[config.mk]
export PLATFORM = sky130hd
export DESIGN_NAME = tti_tx_queue
export DESIGN_NICKNAME = d
export VERILOG_FILES = /design/src/rtl/i3c_pkg.sv /design/src/rtl/tti_queue_mem.sv /design/src/rtl/tti_tx_queue.sv
export SDC_FILE = /design/constraint.sdc
export NUM_CORES = 2
export LEC_CHECK = 0
export CORE_MARGIN = 4
export CORE_UTILIZATION = 63
export CTS_CLUSTER_DIAMETER = 150
export DETAILED_ROUTE_END_ITERATION = 16
export GPL_TIMING_DRIVEN = 0
export PLACE_DENSITY = 0.8
export SETUP_SLACK_MARGIN = 0.1
export SYNTH_ARGS = -nofsm -noshare
export SYNTH_HDL_FRONTEND = slang
export SYNTH_SLANG_ARGS = --single-unit
export TNS_END_PERCENT = 50
[constraint.sdc]
create_clock -name clk_i -period 8.8 [get_ports clk_i]
set_clock_uncertainty 0.15 [all_clocks]
set_input_delay 0.88 -clock clk_i [delete_from_list [all_inputs] [get_ports clk_i]]
set_output_delay 0.88 -clock clk_i [all_outputs]
set_load 0.02 [all_outputs]
[src/rtl/i3c_pkg.sv]
// rtl/i3c_pkg.sv - shared I3C constants and helpers for the TTI queues
package i3c_pkg;

    localparam int unsigned TtiTxQueueDepth = 64;
    localparam int unsigned TtiTxQueueWidth = 32;

    // Count fields need one extra bit so a full queue is distinct from an empty one.
    function automatic int unsigned tti_cnt_width(input int unsigned depth);
        return $clog2(depth) + 1;
    endfunction

endpackage

[src/rtl/tti_queue_mem.sv]
// rtl/tti_queue_mem.sv - simple dual-port queue storage, sync write, async read
module tti_queue_mem #(
    parameter int unsigned Width = 32,
    parameter int unsigned Depth = 64,
    localparam int unsigned AddrW = $clog2(Depth)
) (
    input  logic             clk_i,
    input  logic             wr_en_i,
    input  logic [AddrW-1:0] wr_addr_i,
    input  logic [Width-1:0] wr_data_i,
    input  logic [AddrW-1:0] rd_addr_i,
    output logic [Width-1:0] rd_data_o
);

    // Kept free of reset so a technology SRAM wrapper can drop in later.
    logic [Width-1:0] mem_q [Depth];

    always_ff @(posedge clk_i) begin
        if (wr_en_i) begin
            mem_q[wr_addr_i] <= wr_data_i;
        end
    end

    assign rd_data_o = mem_q[rd_addr_i];

endmodule

[src/rtl/tti_tx_queue.sv]
// rtl/tti_tx_queue.sv - TTI TX word queue between CSR writes and the width converter
module tti_tx_queue
    import i3c_pkg::*;
#(
    parameter int unsigned Width = TtiTxQueueWidth,
    parameter int unsigned Depth = TtiTxQueueDepth,
    localparam int unsigned CntW = tti_cnt_width(Depth)
) (
    input  logic            clk_i,
    input  logic            rst_i,
    input  logic            wr_en_i,
    input  logic [Width-1:0] wr_data_i,
    output logic            rd_valid_o,
    input  logic            rd_ready_i,
    output logic [Width-1:0] rd_data_o,
    input  logic            flush_i,
    input  logic [CntW-1:0] thld_i,
    input  logic            clr_err_i,
    output logic [CntW-1:0] count_o,
    output logic            full_o,
    output logic            empty_o,
    output logic            thld_trig_o,
    output logic            overflow_o
);

    localparam int unsigned AddrW = $clog2(Depth);

    logic [AddrW-1:0] wr_ptr_q, rd_ptr_q;
    logic [CntW-1:0]  count_q, count_d, free_d;
    logic             full_q, empty_q, trig_q, ovf_q;
    logic             push, pop, ovf_set;

    // Full/empty decisions use registered flags, so a full queue rejects a push
    // even when a pop happens in the same cycle.
    assign push    = wr_en_i & ~full_q & ~flush_i;
    assign pop     = ~empty_q & rd_ready_i & ~flush_i;
    assign ovf_set = wr_en_i & full_q & ~flush_i;

    always_comb begin
        count_d = count_q;
        if (flush_i) begin
            count_d = '0;
        end else if (push && !pop) begin
            count_d = count_q + CntW'(1);
        end else if (pop && !push) begin
            count_d = count_q - CntW'(1);
        end
    end

    assign free_d = CntW'(Depth) - count_d;

    always_ff @(posedge clk_i or posedge rst_i) begin
        if (rst_i) begin
            wr_ptr_q <= '0;
            rd_ptr_q <= '0;
            count_q  <= '0;
            full_q   <= 1'b0;
            empty_q  <= 1'b1;
            trig_q   <= 1'b0;
            ovf_q    <= 1'b0;
        end else begin
            if (flush_i) begin
                wr_ptr_q <= '0;
                rd_ptr_q <= '0;
            end else begin
                if (push) wr_ptr_q <= wr_ptr_q + AddrW'(1);
                if (pop)  rd_ptr_q <= rd_ptr_q + AddrW'(1);
            end
            count_q <= count_d;
            full_q  <= (count_d == CntW'(Depth));
            empty_q <= (count_d == '0);
            trig_q  <= (thld_i != '0) && (free_d >= thld_i);
            if (ovf_set) begin
                ovf_q <= 1'b1;
            end else if (clr_err_i) begin
                ovf_q <= 1'b0;
            end
        end
    end

    tti_queue_mem #(
        .Width (Width),
        .Depth (Depth)
    ) u_mem (
        .clk_i     (clk_i),
        .wr_en_i   (push),
        .wr_addr_i (wr_ptr_q),
        .wr_data_i (wr_data_i),
        .rd_addr_i (rd_ptr_q),
        .rd_data_o (rd_data_o)
    );

    assign rd_valid_o  = ~empty_q;
    assign count_o     = count_q;
    assign full_o      = full_q;
    assign empty_o     = empty_q;
    assign thld_trig_o = trig_q;
    assign overflow_o  = ovf_q;

endmodule

==> metrics.yaml <==
route:
  first_pass_iters: 8
  wl_um: 249000
  vias: 44000
  drcViolationCount: 0
  drtIter0Drc: 9839
  wl_per_cell_um: 44.4
  ant_nets: 0
  via_per_inst: 7.85
cells_and_area:
  area_growth_pct: 14.5
  final_common_cell: "edfxtp_1"
  nets: 3852
  mostFrequentLayoutCells: "edfxtp_1 (2048), mux4_2 (512), clkbuf_16 (196), clkbuf_1 (131), o22ai_1 (99)"
  fin_util: 0.728
  drive_gt1_frac: 0.276
  design_area_um2: 90300
yosys:
  synthFlopType: "edfxtp_1"
  synth_top_area_share: 0.780
  synth_area_per_cell_um2: 23.1
  ys_types: 54
  yosysWarnings: 0
  synth-edff-count: 2048
  async_reset_ff_frac: 0.0111
  ys_ff_latch: 2071
  syn_area_um2: 78900
  synth_area_leader_cell: "edfxtp_1"
  synth_area_leaders: "edfxtp_1 (78%), mux4_2 (15%), o22ai_1 (0.79%), dfrtp_1 (0.70%), a22oi_1 (0.61%)"
  yosysSeqAreaShare: 0.787
  syn_inst: 3412
  synth_fp_nets: 3469
global_route:
  antenna_found_initial: 20
  overflow: 0
  grt_max_degree: 65
  grt_pass1_vias: 43600
  grt_usage: 0.385
  grt_pass1_wl_um: 344000
die:
  die_x_um: 362
  std_cell_rows: 129
  core_area_um2: 124000
  start_util: 0.636
  io-pin-count: 89
  die_y_um: 362
  die_area_um2: 131000
sta:
  tightest_slew_ns: 1.57
  fmax_ghz: 0.146
  period_share: 0.776
  finalSetupViolations: 0
  slew_headroom: -0.0497
  fin_tns_setup_ns: 0
  rsz0062_at_grt: "no"
  fin_crit_ns: 6.83
  slew_violations: 50
  final-hold-violation-count: 0
clock_network:
  clkLatencyLatePin_ns: 0.84
  cts_tree: "built"
  cts_root_buf: "clkbuf_16"
  cts_buffers: 195
  cts_buffer_depth: 3
  cts.sinks: 2071
  htreeDepth: 4
  cts_resized: 0
  cts_hold_buf: 0
  clk_pin_slew_ns: 0.06
  post_cts_buffers: 0
placed_design:
  place_congestion: 0.865
  numPortBuffers: 87
  hpwl_um: 145000
  placed_area_um2: 84200
setup_path:
  crit_buf_inv: 4
  endpoint_kind: "output pin"
  crit_arrival_ns: 5.80
  crit_family: "buffers and inverters"
  crit_start: "rd_ptr_q[1]"
  path_cells: "buf_2, or2_2, buf_1, clkbuf_1, o22ai_1, nor3_1, or3_1, clkdlybuf4s50_1"
  critPathMaxFanout: 10
  critPathRequiredTime_ns: 7.77
  reg2reg_from: "full_o"
  critical_path.startpoint_type: "flip-flop"
  criticalPathCategory: "flip-flop to output pin"
  max_stage_delay_ns: 1.10
  slowest_stage: "clkbuf_1"
run_status:
  status: "finished with violations"
  violations: "max-capacitance violations, max-slew violations"
power_and_ir_drop:
  p_per_area_nw_per_um2: 250
  p_leak_nw: 27.6
  ir_drop_uv: 237
min_path:
  hold_path.class: "primary input to flip-flop"
  hold_path_startpoint: "wr_data_i[16]"
flow_run:
  maxCapViolations: 7
Yosys cell counts, types with 3 or more instances:
| library cell | n |
|---|---|
| edfxtp_1 | 2048 |
| mux4_2 | 512 |
| o22ai_1 | 99 |
| nor2_1 | 91 |
| clkbuf_1 | 88 |
| a22oi_1 | 64 |
| buf_2 | 49 |
| a22o_1 | 44 |
| a21oi_1 | 38 |
| nor3_1 | 36 |
| or3_1 | 28 |
| a221oi_1 | 25 |
| buf_1 | 23 |
| nand2_1 | 23 |
| dfrtp_1 | 22 |
| o32ai_1 | 21 |
| buf_6 | 20 |
| a221oi_2 | 18 |
| buf_4 | 16 |
| inv_1 | 15 |
| ha_1 | 12 |
| nor2b_1 | 12 |
| o21ai_0 | 11 |
| xnor2_1 | 11 |
| nand3_1 | 10 |
| nand2b_1 | 9 |
| o221ai_1 | 9 |
| a211oi_1 | 5 |
| xor2_1 | 5 |
| nand4_1 | 4 |
| or2_2 | 4 |
| or4_1 | 4 |
| and2_1 | 3 |
| buf_8 | 3 |
| mux2i_1 | 3 |
| nand3b_1 | 3 |
| nor4_1 | 3 |
area by class of cell:
type / count / area [µm²]
multi-input cells: 1126 / 16100
clock inverters: 122 / 983
well taps: 1637 / 2050
fillers: 6321 / 33700
diodes: 12 / 30.0
flip-flops and latches: 2071 / 62100
clock buffers: 240 / 5080
inverters: 15 / 56.3
plain buffers: 200 / 1070
repair buffers: 186 / 2780
flip-flops by register name, summed over array words and instances, names as in the netlist:
| register | count |
|---|---|
| wr_ptr_q | 6 |
| count_o | 7 |
| full_o | 1 |
| overflow_o | 1 |
| empty_o | 1 |
| u_mem.mem_q | 2048 |
| thld_trig_o | 1 |
| rd_ptr_q | 6 |
worst reg2reg max path: stages, from the launching register on:
cell      delay (ns)
dfrtp_1         0.40
nand2b_1        0.27
nor3_1          0.44
nand3_1         0.75
nor2_4          1.09
buf_12          0.29
through the flow:
step | worst slack (ns) | hold slack (ns) | power (W) | instances
after floorplan | 4.44 | 0.419 | 0.0132 | 3412
after global placement | 1.10 | 0.380 | 0.0143 | 5136
after detailed placement | 3.14 | 0.382 | 0.0144 | 5235
after CTS | 2.27 | 0.106 | 0.0224 | 5597
after global routing | 2.09 | 0.134 | 0.0231 | 5602
final | 1.97 | 0.136 | 0.0225 | 5609
worst paths after layout:
| check | endpoint | slack (ns) | cells after the start |
|---|---|---|---|
| min in group asynchronous | count_o[1] | 0.54 | 2 |
| worst max register to register | u_mem.mem_q[22][4] | 5.08 | 5 |
| worst min register to register | overflow_o | 0.39 | 2 |
| worst min-delay path | u_mem.mem_q[12][16] | 0.14 | 1 |
| worst max-delay path | rd_data_o[19] | 1.97 | 8 |
| max in group asynchronous | rd_ptr_q[0] | 7.29 | 2 |
layer usage:
layer / GRT usage / vias to the layer above / wire length [µm]
li1: - / 15500 / -
met1: 0.491 / 22200 / 75600
met2: 0.574 / 5160 / 113000
met3: 0.139 / 1136 / 39900
met4: 0.243 / 16 / 20100
met5: 0 / - / 243
logic make-up (layout without fill, tap and decap cells):
group | Yosys count | after routing | share of synthesized area
mux | 517 | 517 | 0.147
xor+xnor | 16 | 16 | 0.00178
flops | 2071 | 2071 | 0.787
compound gates | 343 | 343 | 0.0330
fa+ha+maj | 12 | 12 | 0.00190
buf+inv | 215 | 763 | 0.0143
simple gates | 238 | 238 | 0.0149
other cells | 0 | 12 | 0
report_power, final:
group,leakage [nW],total (W),internal [W],switching [W]
logic,5.96,0.00346,0.00145,0.00200
clock network,2.95,0.00817,0.00442,0.00376
registers,18.7,0.0109,0.0109,0.0000354
(Power assumes the default switching activity.)
